`src/rtl/fp8_unpack_seq.sv`:
```
// Serializes the enabled FP8 lanes of a packed input word, one lane per cycle,
// lowest lane first, with lane index and last-lane flag on a registered output.
module fp8_unpack_seq #(
  parameter int LANES = 8
) (
  input  logic                     clk,
  input  logic                     rst,
  input  logic                     i_valid,
  output logic                     i_ready,
  input  logic [8*LANES-1:0]       i_data,
  input  logic [LANES-1:0]         i_mask,
  output logic                     o_valid,
  input  logic                     o_ready,
  output logic [7:0]               o_fp8,
  output logic [$clog2(LANES)-1:0] o_lane,
  output logic                     o_last
);

  localparam int LW = $clog2(LANES);

  typedef enum logic {
    IDLE,
    SEND
  } state_t;

  state_t               state;
  state_t               state_nx;
  logic [8*LANES-1:0]   data_q;
  logic [8*LANES-1:0]   data_nx;
  logic [LANES-1:0]     mask_q;
  logic [LANES-1:0]     mask_nx;
  logic [7:0]           fp8_nx;
  logic [LW-1:0]        lane_nx;
  logic                 last_nx;
  logic [LW-1:0]        sel_lane;
  logic                 in_fire;
  logic                 out_fire;

  // Priority search from the top down so the lowest set bit wins.
  function automatic logic [LW-1:0] lowest_lane(input logic [LANES-1:0] m);
    lowest_lane = '0;
    for (int k = LANES - 1; k >= 0; k--) begin
      if (m[k]) lowest_lane = LW'(k);
    end
  endfunction

  assign o_valid  = (state == SEND);
  assign i_ready  = !rst && ((state == IDLE) || ((state == SEND) && o_ready && o_last));
  assign in_fire  = i_valid && i_ready;
  assign out_fire = o_valid && o_ready;

  always_comb begin
    state_nx = state;
    data_nx  = data_q;
    mask_nx  = mask_q;
    fp8_nx   = o_fp8;
    lane_nx  = o_lane;
    last_nx  = o_last;
    sel_lane = '0;

    if (out_fire && !o_last) begin
      sel_lane = lowest_lane(mask_q);
      mask_nx  = mask_q & ~(LANES'(1) << sel_lane);
      fp8_nx   = data_q[8*sel_lane +: 8];
      lane_nx  = sel_lane;
      last_nx  = (mask_nx == '0);
    end else if (in_fire) begin
      // An empty mask is swallowed; if it arrives on the last lane we still retire.
      if (i_mask != '0) begin
        sel_lane = lowest_lane(i_mask);
        data_nx  = i_data;
        mask_nx  = i_mask & ~(LANES'(1) << sel_lane);
        fp8_nx   = i_data[8*sel_lane +: 8];
        lane_nx  = sel_lane;
        last_nx  = (mask_nx == '0);
        state_nx = SEND;
      end else begin
        state_nx = IDLE;
      end
    end else if (out_fire) begin
      state_nx = IDLE;
    end
  end

  always_ff @(posedge clk or posedge rst) begin
    if (rst) begin
      state  <= IDLE;
      data_q <= '0;
      mask_q <= '0;
      o_fp8  <= 8'h00;
      o_lane <= '0;
      o_last <= 1'b0;
    end else begin
      state  <= state_nx;
      data_q <= data_nx;
      mask_q <= mask_nx;
      o_fp8  <= fp8_nx;
      o_lane <= lane_nx;
      o_last <= last_nx;
    end
  end

endmodule

```
`config.mk`:
```
export PLATFORM = sky130hd
export DESIGN_NAME = fp8_unpack_seq
export DESIGN_NICKNAME = d
export VERILOG_FILES = /design/src/rtl/fp8_unpack_seq.sv
export SDC_FILE = /design/constraint.sdc
export NUM_CORES = 1
export LEC_CHECK = 0
export BUFFER_PORTS_ARGS = -buffer_cell sky130_fd_sc_hd__clkbuf_2
export CAP_MARGIN = 20
export CORE_ASPECT_RATIO = 0.6
export CORE_MARGIN = 1
export CORE_UTILIZATION = 45
export CTS_CLUSTER_SIZE = 12
export DETAILED_ROUTE_END_ITERATION = 8
export PLACE_DENSITY_LB_ADDON = 0.3
export SYNTH_ARGS = -nofsm -noshare
export SYNTH_HDL_FRONTEND = slang
export SYNTH_SLANG_ARGS = --single-unit
```
`constraint.sdc`:
```
create_clock -name clk -period 2.6 [get_ports clk]
set_input_delay 0.26 -clock clk [delete_from_list [all_inputs] [get_ports clk]]
set_output_delay 0.26 -clock clk [all_outputs]
set_load 0.05 [all_outputs]
```
==> flow_summary.toml, run 1 <==
[die]
fp.dieH_um = 81.0
num_io_pins = 90
dieArea_um2 = 10800
placeableCoreArea_um2 = 9980
die_x_um = 134
start_util = 0.469
rows = 28

[placed_design]
dp_cells = 757
dp_slack_ns = 0.157
port-buffer-count = 89
dpl.hpwl_mm = 10.7
placed_area_um2 = 5310
gp_congestion = 0.900

[layout]
stdcell_area_um2 = 5670
diodes = 0
area_delta_synth_final_pct = 21.2
nets = 710
stdcell_count = 774
nFillCells = 899
drive_above_1_share = 0.249

[drt]
totalWireLength_mm = 14.8
wl_met2_mm = 5.86
wl_per_cell_um = 19.1
drc = 0
dr_total_vias = 4443
drt-vias-per-instance = 5.74
wl_met3_mm = 1.82
ant_nets = 0
wl_met1_mm = 6.99
dr.pass1.iters = 6
dr.first_iter.drc_count = 364
dr.max_layer_used = "met4"

[timing]
worstMarginPinSlew_ns = 1.08
finalMaxSlewViolations = 0
finalClockSkew_ns = 0.00736
rsz0062_at_grt = "false"
fmax_ghz = 0.423
worst_slack_ns = 0.235
fin_crit_sh = 0.910
finalSetupViolations = 0
slew_headroom = 0.278
tns_ns = 0
hold_slack_ns = 0.118
fin_crit_ns = 2.36
final_hold_viol_count = 0

[synth]
synthXorXnorAreaFrac = 0
syn_inst = 551
syn_area_per_cell_um2 = 8.49
yosys_warnings = 0
synth_fa_ha_area_frac = 0.00214
synthFlopType = "dfrtp_1"
synth-simple-area-share = 0.251
synth.distinct_cells = 52
synth_compound_area_frac = 0.147
yosys-top-cells-area = "dfrtp_1 (45%), nand2_1 (18%), mux2i_1 (6.0%)"
synth_top_area_cell = "dfrtp_1"
synth_edf_count = 0
syn_area_um2 = 4680
synth_top_area_share = 0.455
synth_top_family_by_area = "simple AND/OR/NAND/NOR gates"
synth_mux_area_frac = 0.108
seq_area_frac_synth = 0.455
syn_nets = 627
ys_seq_elements = 85
async_flop_share = 1.00

[power_and_ir_drop]
power_density_nw_per_um2 = 1240
irDropWorstVdd_uv = 594
p_leak_nw = 2.89

[clock_tree]
cts_buffers = 9
cts_num_sinks = 85
cts.path.max_buffers = 2
clk_latency_ns = 0.34
cts_tree = "built"
htreeDepth = 3
clk_pin_slew_ns = 0.07
root_buffer = "clkbuf_16"

[global_routing]
grt_pass1_vias = 4261
grt_max_degree = 73
grtUsageTotal = 0.288
grt_pass1_wl_mm = 23.2
antenna_found_initial = 0
overflow = 0

[critical_path]
crit_arrival_ns = 2.64
critPathLaunchType = "flop"
worstPathMaxFanout = 9
end_kind = "flop"
path_class = "reg2reg"
required_ns = 2.88

[hold_path]
hold_class = "in2reg"

[flow_run]
drv_cap = 0

[outcome]
outcome = "finished, final reports clean"
-- flip-flops by register name, summed over array words and instances, names as in the netlist --
name / count
o_valid: 1
o_last: 1
o_fp8: 8
o_lane: 3
data_q: 64
mask_q: 8
-- timing repair --
| item | CTS | global route |
|---|---|---|
| setup endpoints to repair | 0 | 2 |
| gates resized for setup | 0 | 1 |
| hold endpoints to repair | 23 | 0 |
| buffers inserted | 0 | 0 |
| hold buffers | 1 | 0 |
-- critical path, stage by stage (launching register included) --
cell      delay, ns
dfrtp_1        0.48
or4_4          0.61
nor3_2         0.24
a21boi_2       0.47
a222oi_1       0.19
o211a_1        0.21
nand3_1        0.10
-- path summary, 6_finish.rpt --
check	start	endpoint	slack [ns]	depth (start not counted)
min reg2reg	data_q[59]	data_q[59]	0.47	2
max in group asynchronous	rst	data_q[51]	1.44	4
max	mask_q[0]	o_fp8[1]	0.24	6
min	i_data[19]	data_q[19]	0.12	3
min in group asynchronous	rst	data_q[13]	0.48	3
max reg2reg	mask_q[0]	o_fp8[1]	0.24	6
-- synthesized netlist by cell type (2+ instances only) --
master / instances
a21o_1: 2
a21oi_1: 13
a221oi_1: 3
a222oi_1: 6
a22oi_1: 3
a31oi_1: 2
and3_1: 2
buf_2: 18
clkbuf_1: 17
dfrtp_1: 85
inv_1: 5
mux2_2: 20
mux2i_1: 28
nand2_1: 225
nand2b_1: 3
nand3_1: 19
nand4_1: 3
nor2_1: 12
nor2b_1: 2
nor3_1: 2
nor4_1: 2
o211a_1: 6
o211ai_1: 11
o21ai_0: 25
o21bai_1: 2
o22a_1: 6
o22ai_1: 2
or2_2: 3
-- power breakdown --
part	internal [mW]	switching [mW]
sequential	1.96	0.470
clock	0.965	0.541
combinational	1.17	1.92
-- metal layers --
| layer | GRT usage | vias to the layer above |
|---|---|---|
| met1 | 0.421 | 2111 |
| met3 | 0.0961 | 13 |
| met5 | 0 | - |
| met4 | 0.0568 | 0 |
| met2 | 0.413 | 273 |
| li1 | - | 2046 |
-- per-stage QoR --
stage,utilization,power (mW)
2_1_floorplan,-,4.49
4_1_cts,0.568,6.96
3_5_place_dp,0.532,5.44
6_report,0.568,7.02
3_3_place_gp,0.531,5.35
5_1_grt,0.568,7.45
-- placed cells by master (no fill, tap or decap), types with 3 or more instances in the layout --
| cell | count |
|---|---|
| inv_1 | 4 |
| nand2b_1 | 3 |
| clkbuf_2 | 89 |
| o211ai_1 | 11 |
| dfrtp_1 | 85 |
| or2_2 | 3 |
| a22oi_1 | 3 |
| nor2_1 | 12 |
| a21oi_1 | 13 |
| nand2_1 | 224 |
| nand3_1 | 18 |
| clkinv_2 | 3 |
| o22a_1 | 6 |
| a222oi_1 | 6 |
| clkbuf_16 | 9 |
| bufinv_16 | 3 |
| mux2i_1 | 28 |
| o211a_1 | 6 |
| nand4_1 | 3 |
| o21ai_0 | 25 |
| mux2_2 | 20 |
| buf_4 | 15 |
-- cell families after synthesis --
group | Yosys count
buf+inv | 41
compound gates | 95
flops | 85
mux | 48
fa+ha+maj | 1
simple gates | 281
-- cell type report --
| type | count | area [µm²] | area share |
|---|---|---|---|
| timing repair buffer | 108 | 613 | 0.108 |
| clock inverter | 6 | 109 | 0.0192 |
| sequential | 85 | 2130 | 0.375 |
| multi-input combinational | 425 | 2390 | 0.422 |
| tap | 135 | 169 | 0.0298 |
| clock buffer | 10 | 239 | 0.0421 |
| inverter | 5 | 20.0 | 0.00353 |
(Power assumes the default switching activity.)
==> run 2: changes to the inputs <==
- GPL_ROUTABILITY_DRIVEN: default -> 1
- clock period: 2.6 -> 2.7 ns (I/O delays scaled with it)
==> flow_summary.toml, run 2 (synthesis results as in run 1) <==
[drt]
drt-vias-per-instance = 5.75
drc = 0
wl_met2_mm = 6.04
wl_met1_mm = 6.98
ant_nets = 0
totalWireLength_mm = 14.9
dr.first_iter.drc_count = 454
dr_total_vias = 4429
wl_met3_mm = 1.71
dr.max_layer_used = "met4"
wl_per_cell_um = 19.3
dr.pass1.iters = 5

[clock_tree]
cts.repair.resized = 0
clk_latency_ns = 0.34
post_cts_buffers = 0
htreeDepth = 3
root_buffer = "clkbuf_16"
cts.path.max_buffers = 2
cts_buffers = 9
clk_pin_slew_ns = 0.06
cts_tree = "built"
ctsHoldBuffers = 0
cts_num_sinks = 85

[global_routing]
grtUsageTotal = 0.293
grt_pass1_vias = 4232
grt_pass1_wl_mm = 23.3
grt_max_degree = 86
antenna_found_initial = 0
overflow = 0

[layout]
final_cell_mix = "nand2_1 (225), clkbuf_2 (89), dfrtp_1 (85)"
reg_top3 = "data_q (64), mask_q (8), o_fp8 (8)"
layout_commonest_cell = "nand2_1"
area_delta_synth_final_pct = 19.8
stdcell_count = 770
post-route-util = 0.561
stdcell_area_um2 = 5610
nets = 706
largest_register_ffs = 64
drive_above_1_share = 0.241
diodes = 0
regMostFlops = "data_q"

[critical_path]
required_ns = 2.92
worstPathMaxFanout = 10
crit_arrival_ns = 2.81
critPathLaunchType = "flop"
end_kind = "flop"
path_class = "reg2reg"

[outcome]
outcome = "finished, final reports clean"

[placed_design]
port-buffer-count = 89
dpl.hpwl_mm = 10.7
dp_slack_ns = 0.186
gp_congestion = 0.923
placed_area_um2 = 5280
dp_cells = 754

[die]
rows = 28
dieArea_um2 = 10800
num_io_pins = 90
start_util = 0.469
placeableCoreArea_um2 = 9980
die_x_um = 134
fp.dieH_um = 81.0

[timing]
fin_crit_ns = 2.59
finalClockSkew_ns = 0.00354
finalSetupViolations = 0
slew_headroom = 0.256
finalMaxSlewViolations = 0
worst_slack_ns = 0.108
rsz0062_at_grt = "false"
fmax_ghz = 0.386
fin_crit_sh = 0.960
tns_ns = 0
worstMarginPinSlew_ns = 1.12
hold_slack_ns = 0.0306
final_hold_viol_count = 0

[power_and_ir_drop]
power_density_nw_per_um2 = 1190
irDropWorstVdd_uv = 622
power.total_mw = 6.69
p_leak_nw = 2.85

[flow_run]
drv_cap = 0

[hold_path]
hold_class = "in2async"
==> run 2: area by class of cell <==
class / count / area, µm²
multi-input cells: 425 / 2390
well taps: 135 / 169
clock inverters: 3 / 67.6
inverters: 5 / 20.0
clock buffers: 13 / 260
flip-flops and latches: 85 / 2130
repair buffers: 104 / 571
fillers: 917 / 4380
==> run 2: path summary, 6_finish.rpt <==
| path | startpoint | endpoint | slack, ns | cells after the start |
|---|---|---|---|---|
| worst max register to register | mask_q[6] | o_fp8[0] | 0.11 | 7 |
| worst min-delay path | rst | data_q[0] | 0.03 | 3 |
| max in group asynchronous | rst | data_q[41] | 2.28 | 3 |
| min in group clk | i_data[58] | data_q[58] | 0.13 | 3 |
| worst min register to register | data_q[43] | data_q[43] | 0.47 | 2 |
| worst max-delay path | mask_q[6] | o_fp8[0] | 0.11 | 7 |
==> run 2: critical path: stages, from the launching register on <==
cell      delay (ns)
dfrtp_1         0.44
nand2b_1        0.21
a2111o_1        0.50
nand2_1         0.44
buf_4           0.24
mux2_2          0.38
o21ai_0         0.16
nand3_1         0.09
==> run 2: power by group <==
| part | leakage, nW | internal [mW] | total (mW) | switching [mW] |
|---|---|---|---|---|
| logic | 1.64 | 1.13 | 2.98 | 1.85 |
| registers | 1.06 | 1.89 | 2.36 | 0.465 |
| clock network | 0.156 | 0.862 | 1.36 | 0.496 |
==> run 2: per-layer routing <==
layer | up-vias | GRT usage
met5 | - | 0
met4 | 0 | 0.0659
met3 | 16 | 0.109
met2 | 222 | 0.413
met1 | 2149 | 0.423
li1 | 2042 | -
==> run 3: changes to the inputs <==
- PLACE_DENSITY: default -> 0.72
- PLACE_DENSITY_LB_ADDON: 0.3 -> default
==> flow_summary.toml, run 3 (synthesis results as in run 1) <==
[timing]
worstMarginPinSlew_ns = 0.621
finalClockSkew_ns = 0.00732
rsz0062_at_grt = "false"
final_hold_viol_count = 0
fmax_ghz = 0.414
worst_slack_ns = 0.284
finalMaxSlewViolations = 0
fin_crit_ns = 2.42
hold_slack_ns = 0.129
finalSetupViolations = 0
slew_headroom = 0.586
fin_crit_sh = 0.895
tns_ns = 0

[clock_tree]
htreeDepth = 3
cts_num_sinks = 85
cts_buffers = 9
cts.path.max_buffers = 2
clk_latency_ns = 0.34
clk_pin_slew_ns = 0.07
post_cts_buffers = 0
cts_tree = "built"
root_buffer = "clkbuf_16"

[hold_path]
hold_class = "in2reg"

[critical_path]
end_kind = "flop"
critPathLaunchType = "flop"
path_class = "reg2reg"
crit_arrival_ns = 2.62
required_ns = 2.90
worstPathMaxFanout = 7

[drt]
drc = 0
dr.first_iter.drc_count = 395
dr_total_vias = 4469
totalWireLength_mm = 14.5
ant_nets = 0
wl_per_cell_um = 18.7
drt-vias-per-instance = 5.77
dr.pass1.iters = 7

[power_and_ir_drop]
power.total_mw = 6.62
p_leak_nw = 2.88
power_density_nw_per_um2 = 1170
irDropWorstVdd_uv = 556

[layout]
nFillCells = 938
diodes = 0
final_cell_mix = "nand2_1 (225), clkbuf_2 (89), dfrtp_1 (85)"
area_delta_synth_final_pct = 20.8
regMostFlops = "data_q"
layout_commonest_cell = "nand2_1"
largest_register_ffs = 64
reg_top3 = "data_q (64), mask_q (8), o_fp8 (8)"
drive_above_1_share = 0.247
nets = 712
multiInputGateArea_um2 = 2390
seq_area_um2 = 2130

[global_routing]
antenna_found_initial = 0
grt_max_degree = 61
grt_pass1_vias = 4301
overflow = 0
grt_pass1_wl_mm = 23.6
grtUsageTotal = 0.293

[die]
fp.dieH_um = 81.0
num_io_pins = 90
start_util = 0.469
rows = 28
dieArea_um2 = 10800
die_x_um = 134
placeableCoreArea_um2 = 9980

[placed_design]
gp_congestion = 0.922
port-buffer-count = 89
dpl.hpwl_mm = 10.9
dp_slack_ns = 0.316

[outcome]
outcome = "finished, final reports clean"

[flow_run]
drv_cap = 0
## run 3: layout make-up
type / count / area share
sequential: 85 / 0.376
inverter: 5 / 0.00354
tap: 135 / 0.0299
multi-input combinational: 425 / 0.423
clock inverter: 5 / 0.0137
timing repair buffer: 110 / 0.114
clock buffer: 9 / 0.0398
## run 3: path summary, 6_finish.rpt
check,from,endpoint,slack (ns),depth (start not counted)
setup / recovery,mask_q[6],o_fp8[1],0.28,6
hold / removal,i_data[15],data_q[15],0.13,3
setup reg to reg,mask_q[6],o_fp8[1],0.28,6
hold reg to reg,data_q[57],data_q[57],0.48,2
max in group asynchronous,rst,data_q[29],1.51,4
min in group asynchronous,rst,o_last,0.51,3
## run 3: per-layer routing
layer / global-route usage / share of wire / up-vias / routed length [µm]
met5: 0 / 0 / - / 0
met4: 0.0625 / 0.0043 / 0 / 63
met3: 0.0961 / 0.12 / 9 / 1730
met2: 0.398 / 0.39 / 264 / 5690
met1: 0.444 / 0.48 / 2145 / 7030
li1: - / - / 2051 / -
## run 3: through the flow
step,instances,area [µm²],utilization
floorplan,551,4680,-
global placement,758,5330,0.534
detailed placement,758,5330,0.534
CTS,773,5650,0.565
global route,774,5650,0.566
finish,774,5650,0.566
## run 3: worst max-delay path, stage by stage, from the launching register on
cell	delay, ns
dfrtp_1	0.43
nand2b_1	0.19
a2111o_1	0.47
nand2_1	0.28
mux2_2	0.38
o21ai_0	0.41
nand3_1	0.12
## run 3: power by group
| group | leakage (nW) | internal [mW] | total [mW] | switching (mW) |
|---|---|---|---|---|
| combinational | 1.68 | 1.15 | 2.93 | 1.79 |
| sequential | 1.06 | 1.89 | 2.38 | 0.484 |
| clock | 0.147 | 0.797 | 1.31 | 0.515 |
| total | 2.88 | 3.83 | 6.62 | 2.79 |
## run 3: timing repair
action | in CTS | in global routing
hold buffers | 1 | 0
hold endpoints to repair | 25 | 0
resized for setup | 0 | 0
